### src/rtl/grey_decade_counter_pkg.sv
// Shared constants and Johnson (decade Gray) code helpers for the decade counter.
package grey_pkg;
    localparam int DIG_W = 5;
    typedef logic [DIG_W-1:0] dig_t;

    localparam dig_t JOHN_ZERO = 5'b00000;
    localparam dig_t JOHN_NINE = 5'b10000;

    typedef enum logic [1:0] {RB_RAW, RB_BCD, RB_STAT} rb_kind_e;

    function automatic dig_t johnson_up(input dig_t q);
        return {q[3:0], ~q[4]};
    endfunction

    function automatic dig_t johnson_down(input dig_t q);
        return {~q[0], q[4:1]};
    endfunction

    function automatic logic johnson_valid(input dig_t q);
        case (q)
            5'b00000, 5'b00001, 5'b00011, 5'b00111, 5'b01111,
            5'b11111, 5'b11110, 5'b11100, 5'b11000, 5'b10000: return 1'b1;
            default: return 1'b0;
        endcase
    endfunction

    function automatic logic [3:0] johnson_to_bcd(input dig_t q);
        case (q)
            5'b00000: return 4'd0;
            5'b00001: return 4'd1;
            5'b00011: return 4'd2;
            5'b00111: return 4'd3;
            5'b01111: return 4'd4;
            5'b11111: return 4'd5;
            5'b11110: return 4'd6;
            5'b11100: return 4'd7;
            5'b11000: return 4'd8;
            5'b10000: return 4'd9;
            default:  return 4'hF;
        endcase
    endfunction
endpackage

### src/rtl/grey_decade_counter_if.sv
// Control, load and readback bundle between the decade counter and its host.
interface grey_decade_counter_if #(
    parameter int N_DIG = 12,
    parameter int SEL_W = 8
);
    import grey_pkg::*;

    logic                          i_en;
    logic                          i_up;
    logic                          i_load;
    logic [N_DIG-1:0][DIG_W-1:0]   init;
    logic [SEL_W-1:0]              i_sel;
    logic [N_DIG-1:0][DIG_W-1:0]   o_dig;
    logic                          o_carry;
    logic                          o_err;
    logic [7:0]                    o_cnt;

    modport master (
        output i_en, i_up, i_load, init, i_sel,
        input  o_dig, o_carry, o_err, o_cnt
    );

    modport slave (
        input  i_en, i_up, i_load, init, i_sel,
        output o_dig, o_carry, o_err, o_cnt
    );
endinterface

### src/rtl/grey_decade_counter_digit.sv
// One Johnson-coded decade digit: load, step up/down, and repair of invalid codes.
module grey_digit
    import grey_pkg::*;
(
    input  logic clk,
    input  logic rst,
    input  logic step,
    input  logic up,
    input  logic load,
    input  dig_t ld_val,
    output dig_t q,
    output logic is_term,
    output logic bad
);
    dig_t base;

    // An invalid code behaves as zero: it repairs to 00000 and counts from there.
    assign bad     = !johnson_valid(q);
    assign base    = bad ? JOHN_ZERO : q;
    assign is_term = up ? (base == JOHN_NINE) : (base == JOHN_ZERO);

    always_ff @(posedge clk) begin
        if (rst)
            q <= JOHN_ZERO;
        else if (load)
            q <= ld_val;
        else if (step)
            q <= up ? johnson_up(base) : johnson_down(base);
        else
            q <= base;
    end
endmodule

### src/rtl/grey_decade_counter.sv
// N-digit Johnson decade counter with ripple-free carry chain, sticky error and readback mux.
module grey_decade_counter
    import grey_pkg::*;
#(
    parameter int N_DIG = 12,
    parameter int SEL_W = 8
) (
    input  logic                  i_clk,
    input  logic                  i_rst,
    grey_decade_counter_if.slave  bus
);
    logic [N_DIG-1:0][DIG_W-1:0] dig_q;
    logic [N_DIG-1:0]            term;
    logic [N_DIG-1:0]            bad;
    logic [N_DIG:0]              chain;
    logic                        carry_q, err_q;
    logic [7:0]                  cnt_q, cnt_next;
    logic                        init_bad;
    logic [31:0]                 sel32;
    dig_t                        rb_raw, rb_bcd;
    rb_kind_e                    rb_kind;

    // All digits see the same edge; the chain only decides who steps.
    assign chain[0] = bus.i_en;

    for (genvar k = 0; k < N_DIG; k++) begin : g_dig
        assign chain[k+1] = chain[k] & term[k];

        grey_digit u_dig (
            .clk     (i_clk),
            .rst     (i_rst),
            .step    (chain[k]),
            .up      (bus.i_up),
            .load    (bus.i_load),
            .ld_val  (bus.init[k]),
            .q       (dig_q[k]),
            .is_term (term[k]),
            .bad     (bad[k])
        );
    end

    assign sel32 = 32'(bus.i_sel);

    always_comb begin
        init_bad = 1'b0;
        rb_raw   = JOHN_ZERO;
        rb_bcd   = JOHN_ZERO;
        for (int k = 0; k < N_DIG; k++) begin
            init_bad = init_bad | !johnson_valid(bus.init[k]);
            if (sel32 == 32'(k))         rb_raw = dig_q[k];
            if (sel32 == 32'(k + N_DIG)) rb_bcd = dig_q[k];
        end

        if (sel32 < 32'(N_DIG))
            rb_kind = RB_RAW;
        else if (sel32 < 32'(2 * N_DIG))
            rb_kind = RB_BCD;
        else
            rb_kind = RB_STAT;

        case (rb_kind)
            RB_RAW:  cnt_next = {3'b000, rb_raw};
            RB_BCD:  cnt_next = {4'b0000, johnson_to_bcd(rb_bcd)};
            default: cnt_next = {err_q, carry_q, bus.i_up, bus.i_en, 4'b0000};
        endcase
    end

    always_ff @(posedge i_clk) begin
        if (i_rst) begin
            carry_q <= 1'b0;
            err_q   <= 1'b0;
            cnt_q   <= 8'h00;
        end else begin
            carry_q <= !bus.i_load & chain[N_DIG];
            err_q   <= bus.i_load ? init_bad : (err_q | (|bad));
            cnt_q   <= cnt_next;
        end
    end

    assign bus.o_dig   = dig_q;
    assign bus.o_carry = carry_q;
    assign bus.o_err   = err_q;
    assign bus.o_cnt   = cnt_q;
endmodule

### src/flat_wrapper.sv
// flat-port wrapper written by rule: the top's interface ports become plain ports
module grey_decade_counter_flat import grey_pkg::*;
#(
    parameter int N_DIG = 12,
    parameter int SEL_W = 8
)
  (i_clk, i_rst, bus_i_en, bus_i_up, bus_i_load, bus_init, bus_i_sel, bus_o_dig, bus_o_carry, bus_o_err, bus_o_cnt);
  grey_decade_counter_if #(.N_DIG(N_DIG), .SEL_W(SEL_W)) bus_i ();
  input  logic i_clk;
  input  logic i_rst;
  input wire logic [$bits(bus_i.i_en)-1:0] bus_i_en;
  input wire logic [$bits(bus_i.i_up)-1:0] bus_i_up;
  input wire logic [$bits(bus_i.i_load)-1:0] bus_i_load;
  input wire logic [$bits(bus_i.init)-1:0] bus_init;
  input wire logic [$bits(bus_i.i_sel)-1:0] bus_i_sel;
  output wire logic [$bits(bus_i.o_dig)-1:0] bus_o_dig;
  output wire logic [$bits(bus_i.o_carry)-1:0] bus_o_carry;
  output wire logic [$bits(bus_i.o_err)-1:0] bus_o_err;
  output wire logic [$bits(bus_i.o_cnt)-1:0] bus_o_cnt;
  assign bus_i.i_en = bus_i_en;
  assign bus_i.i_up = bus_i_up;
  assign bus_i.i_load = bus_i_load;
  assign bus_i.init = bus_init;
  assign bus_i.i_sel = bus_i_sel;
  assign bus_o_dig = bus_i.o_dig;
  assign bus_o_carry = bus_i.o_carry;
  assign bus_o_err = bus_i.o_err;
  assign bus_o_cnt = bus_i.o_cnt;
  grey_decade_counter #(.N_DIG(N_DIG), .SEL_W(SEL_W)) u_core (.i_clk(i_clk), .i_rst(i_rst), .bus(bus_i));
endmodule
### config.mk
export PLATFORM = sky130hd
export DESIGN_NAME = grey_decade_counter_flat
export DESIGN_NICKNAME = d
export VERILOG_FILES = /design/src/rtl/grey_decade_counter_pkg.sv /design/src/rtl/grey_decade_counter_if.sv /design/src/rtl/grey_decade_counter_digit.sv /design/src/rtl/grey_decade_counter.sv /design/src/flat_wrapper.sv
export SDC_FILE = /design/constraint.sdc
export NUM_CORES = 1
export LEC_CHECK = 0
export ABC_AREA = 1
export CORE_MARGIN = 10
export CORE_UTILIZATION = 45
export CTS_CLUSTER_SIZE = 40
export DETAILED_ROUTE_END_ITERATION = 12
export DONT_BUFFER_PORTS = 1
export GPL_TIMING_DRIVEN = 1
export MAX_ROUTING_LAYER = met4
export PLACE_DENSITY_LB_ADDON = 0.05
export SETUP_SLACK_MARGIN = 0.4
export SLEW_MARGIN = 10
export SYNTH_ARGS = -nofsm -noshare
export SYNTH_HDL_FRONTEND = slang
export SYNTH_SLANG_ARGS = --single-unit
### constraint.sdc
create_clock -name i_clk -period 2.45 [get_ports i_clk]
set_input_delay 0.245 -clock i_clk [delete_from_list [all_inputs] [get_ports i_clk]]
set_output_delay 0.245 -clock i_clk [all_outputs]
set_load 0.01 [all_outputs]
==> results.md <==
* Detailed-route via count at approximately 9000
* Row cnt at 46
* Final setup viols at 0
* Pwr Total at about 4.3 mW
* Routed len/inst at 17.8 µm
* Register-to-register setup slack at about 0.16 ns
* Fin Clk Skew at about 0.011 ns
* IR drop worst, VDD at between 0.0004 and 0.0005 V
* Net switching power at between 1 and 1.5 mW
* Area growth, synth to finish at 29.5%
* Logic gate share of total power at 0.288
* Largest net degree at the start of global routing at 54
* Root buf cell: clkbuf_16
* Sequential element share of the synthesized area at 0.229
* CP Class: flip-flop to flip-flop
* First-pass GRT wire length at between 40000 and 50000 µm
* Warnings, synthesis at 0
* Sw Ratio at 0.348
* Number of global-route vias before repair at 7793
* Crit path DAT at between 2 and 3 ns
* Maximum level of the CTS H-tree at 3
* Antenna cells at 0
* Max clock buf depth at 2
* Fmax at approximately 440 MHz
* Critical Path Start Type: flip-flop
* Worst endpoint required time at about 2.7 ns
* Number of routed nets with antenna violations at 0
* Seq cells post-synth at about 80
* Worst slew margin at 0.408
* Crit-path max FO at 7
* Clock-pin slew on the worst setup and hold paths at roughly 0.070 ns
* Max Slew Vio Count at 0
* Critical path buffer and inverter count at 5
* Ys flop type: dfxtp_1
* Hold violation count in the final report at 0
* # fillers at approximately 1600
* Top delay family on crit path: simple AND/OR/NAND/NOR gates
* Port bufs at 0
* Dpl hpwl at between 20000 and 25000 µm
* Synthesized area per cell at 5.69 µm²
* DRT iter0 DRCs at ~750
* Die H at roughly 150 µm
* CTS buffer count at 9
* Leak Pwr at roughly 4.6 nW
* Nets at roughly 1400
* Min-delay worst type: primary input to flip-flop
* Mapped Cells at 1260
* RSZ-0062 raised after global routing: yes
* DRC viols at 0
* Initial Utilization at 0.454
* Status: complete, no violations
* Leading area contributor after synthesis: dfxtp_1
* Hold depth at 1
* Clk Latency, worst-skew pair at ~0.35 ns
* P_int at 2.78 mW
* Actual slew at the worst max-slew pin at ~0.88 ns
* WL final at roughly 28000 µm
* Final period utilization at 0.933
* TNS Setup at 0 ns
* Commonest non-fill, non-tap cell in the layout: nand2_1
* Share of cells above drive strength 1 at 0.259
* Gr usage total at 0.249
* TritonRoute pass-1 iters at 5
* Hold Crit Endpoint: u_core.g_dig[1].u_dig.q[0]$_SDFF_PP0_
* Most frequent cells in the layout: 334 x nand2_1, 161 x inv_1, 113 x o21ai_0
* Die Footprint at between 0.02 and 0.025 mm²
* Cells along the critical path: nand2_4, nand2_2, nand2_1, inv_1, nor2_1, buf_4, nand4_1, buf_4, buf_8, o211a_4, nor3_4, inv_1, a21oi_2, o211ai_1, nand2_1
* Core box area at ~0.016 mm²
* Max stage delay on crit path at around 0.38 ns
* Flop pwr share at 0.378
* Crit end category: flip-flop
* GP Congestion at ~0.95
* Gr ovfl total at 0
* CTS tree: done
* Clock sink total at just over 80
* Hold path startpoint: bus_i_load
* Initial antenna violation count at 0
* Via density at approximately 5.5
* Number of synthesized flops with an enable pin at 0
* Syn Nets at 1338
* Mapped cell area at between 0.007 and 0.008 mm²
* Top post-synthesis cells by area: dfxtp_1 23%, nand2_1 19%, o21ai_0 10%, inv_1 9.5%, nand3_1 7.8%
* FF-to-FF path depth at 15
* Max-cap violations at 0
* Post-synth top area share at 0.229
* Power Density at approximately 460 mW/mm²
* Tmin final at ~2.3 ns
* Die extent in x at 146 µm
* Post-synthesis cell type count at 47
* CP max stage cell: dfxtp_4
* # IOs at 143
* Clock Power Share at 0.334
* FFs w/ async S/R, synth at 0
-- metal layers --
metal	vias up	GRT usage	share of wire
li1	4355	-	-
met1	3987	0.317	0.43
met2	376	0.362	0.43
met3	44	0.0977	0.12
met4	0	0.0591	0.021
met5	-	-	0
-- stage by stage --
step	hold slack (ns)	utilization	instance area, µm²	setup WS [ns]	instances
finish	0.0348	0.588	9280	0.164	1583
global route	0.0284	0.588	9280	-0.0108	1583
CTS	0.0149	0.542	8540	0.174	1556
detailed placement	0.331	0.502	7920	0.0505	1520
global placement	0.328	0.502	7920	0.0513	1520
floorplan	0.394	-	7180	0.351	1260
-- kinds of logic (layout without fill, tap and decap cells) --
kind of cell	Yosys count	in the layout	synth area share
AOI/OAI and AO/OA	299	299	0.238
and+or+nand+nor	636	637	0.395
buffers and inverters	238	344	0.129
adders and majority gates	5	5	0.00873
DFF	82	82	0.229
-- synth_stat cells (4+ instances only) --
cell and instances:
ha_1 5, nor2_1 83, nand3_1 111, nand2_1 361
o211ai_1 42, nor2_2 4, inv_1 181, nand3_2 4
nand2_2 6, o21ai_0 144, a211oi_1 4, o21ai_1 6
a21oi_1 75, or2_2 21, dfxtp_1 82, nand4_1 22
buf_2 11, nor3_1 7, a31oi_1 7, clkbuf_1 27
inv_2 12, nor2_4 5
-- power by group through the flow --
stage               Sequential [mW]  Clock [mW]  Combinational, mW
floorplan                      1.60           0              0.690
CTS                            1.60        1.44               1.07
global route                   1.63        1.49               1.36
global placement               1.63           0               1.01
finish                         1.61        1.42               1.23
detailed placement             1.63           0               1.01
-- cell type report --
type | count | area (µm²) | area share
tap | 216 | 270 | 0.0291
multi-input combinational | 941 | 5140 | 0.554
timing repair buffer | 132 | 1110 | 0.120
clock buffer | 11 | 253 | 0.0272
clock inverter | 5 | 61.3 | 0.00661
sequential | 82 | 1680 | 0.181
inverter | 196 | 759 | 0.0818
-- worst max-delay path by stage --
| stage | start | endpoint | cells past startpoint |
|---|---|---|---|
| 5_1_grt | flip-flop | flip-flop | 15 |
| 6_report | flip-flop | flip-flop | 15 |
| 3_5_place_dp | flip-flop | flip-flop | 14 |
| 3_3_place_gp | bus_i_sel[3] | u_core.bus.o_cnt[3]$_SDFF_PP0_ | 17 |
| 2_1_floorplan | flip-flop | flip-flop | 17 |
| 4_1_cts | flip-flop | flip-flop | 15 |
-- what timing repair did --
item	4_1_cts	5_1_grt
setup endpoints to repair	44	53
resized for setup	55	185
setup buffers	16	26
hold buffers	2	1
pin swaps	31	101
endpoints found under the hold margin	10	1
gates cloned	2	0
(Power assumes the default switching activity.)
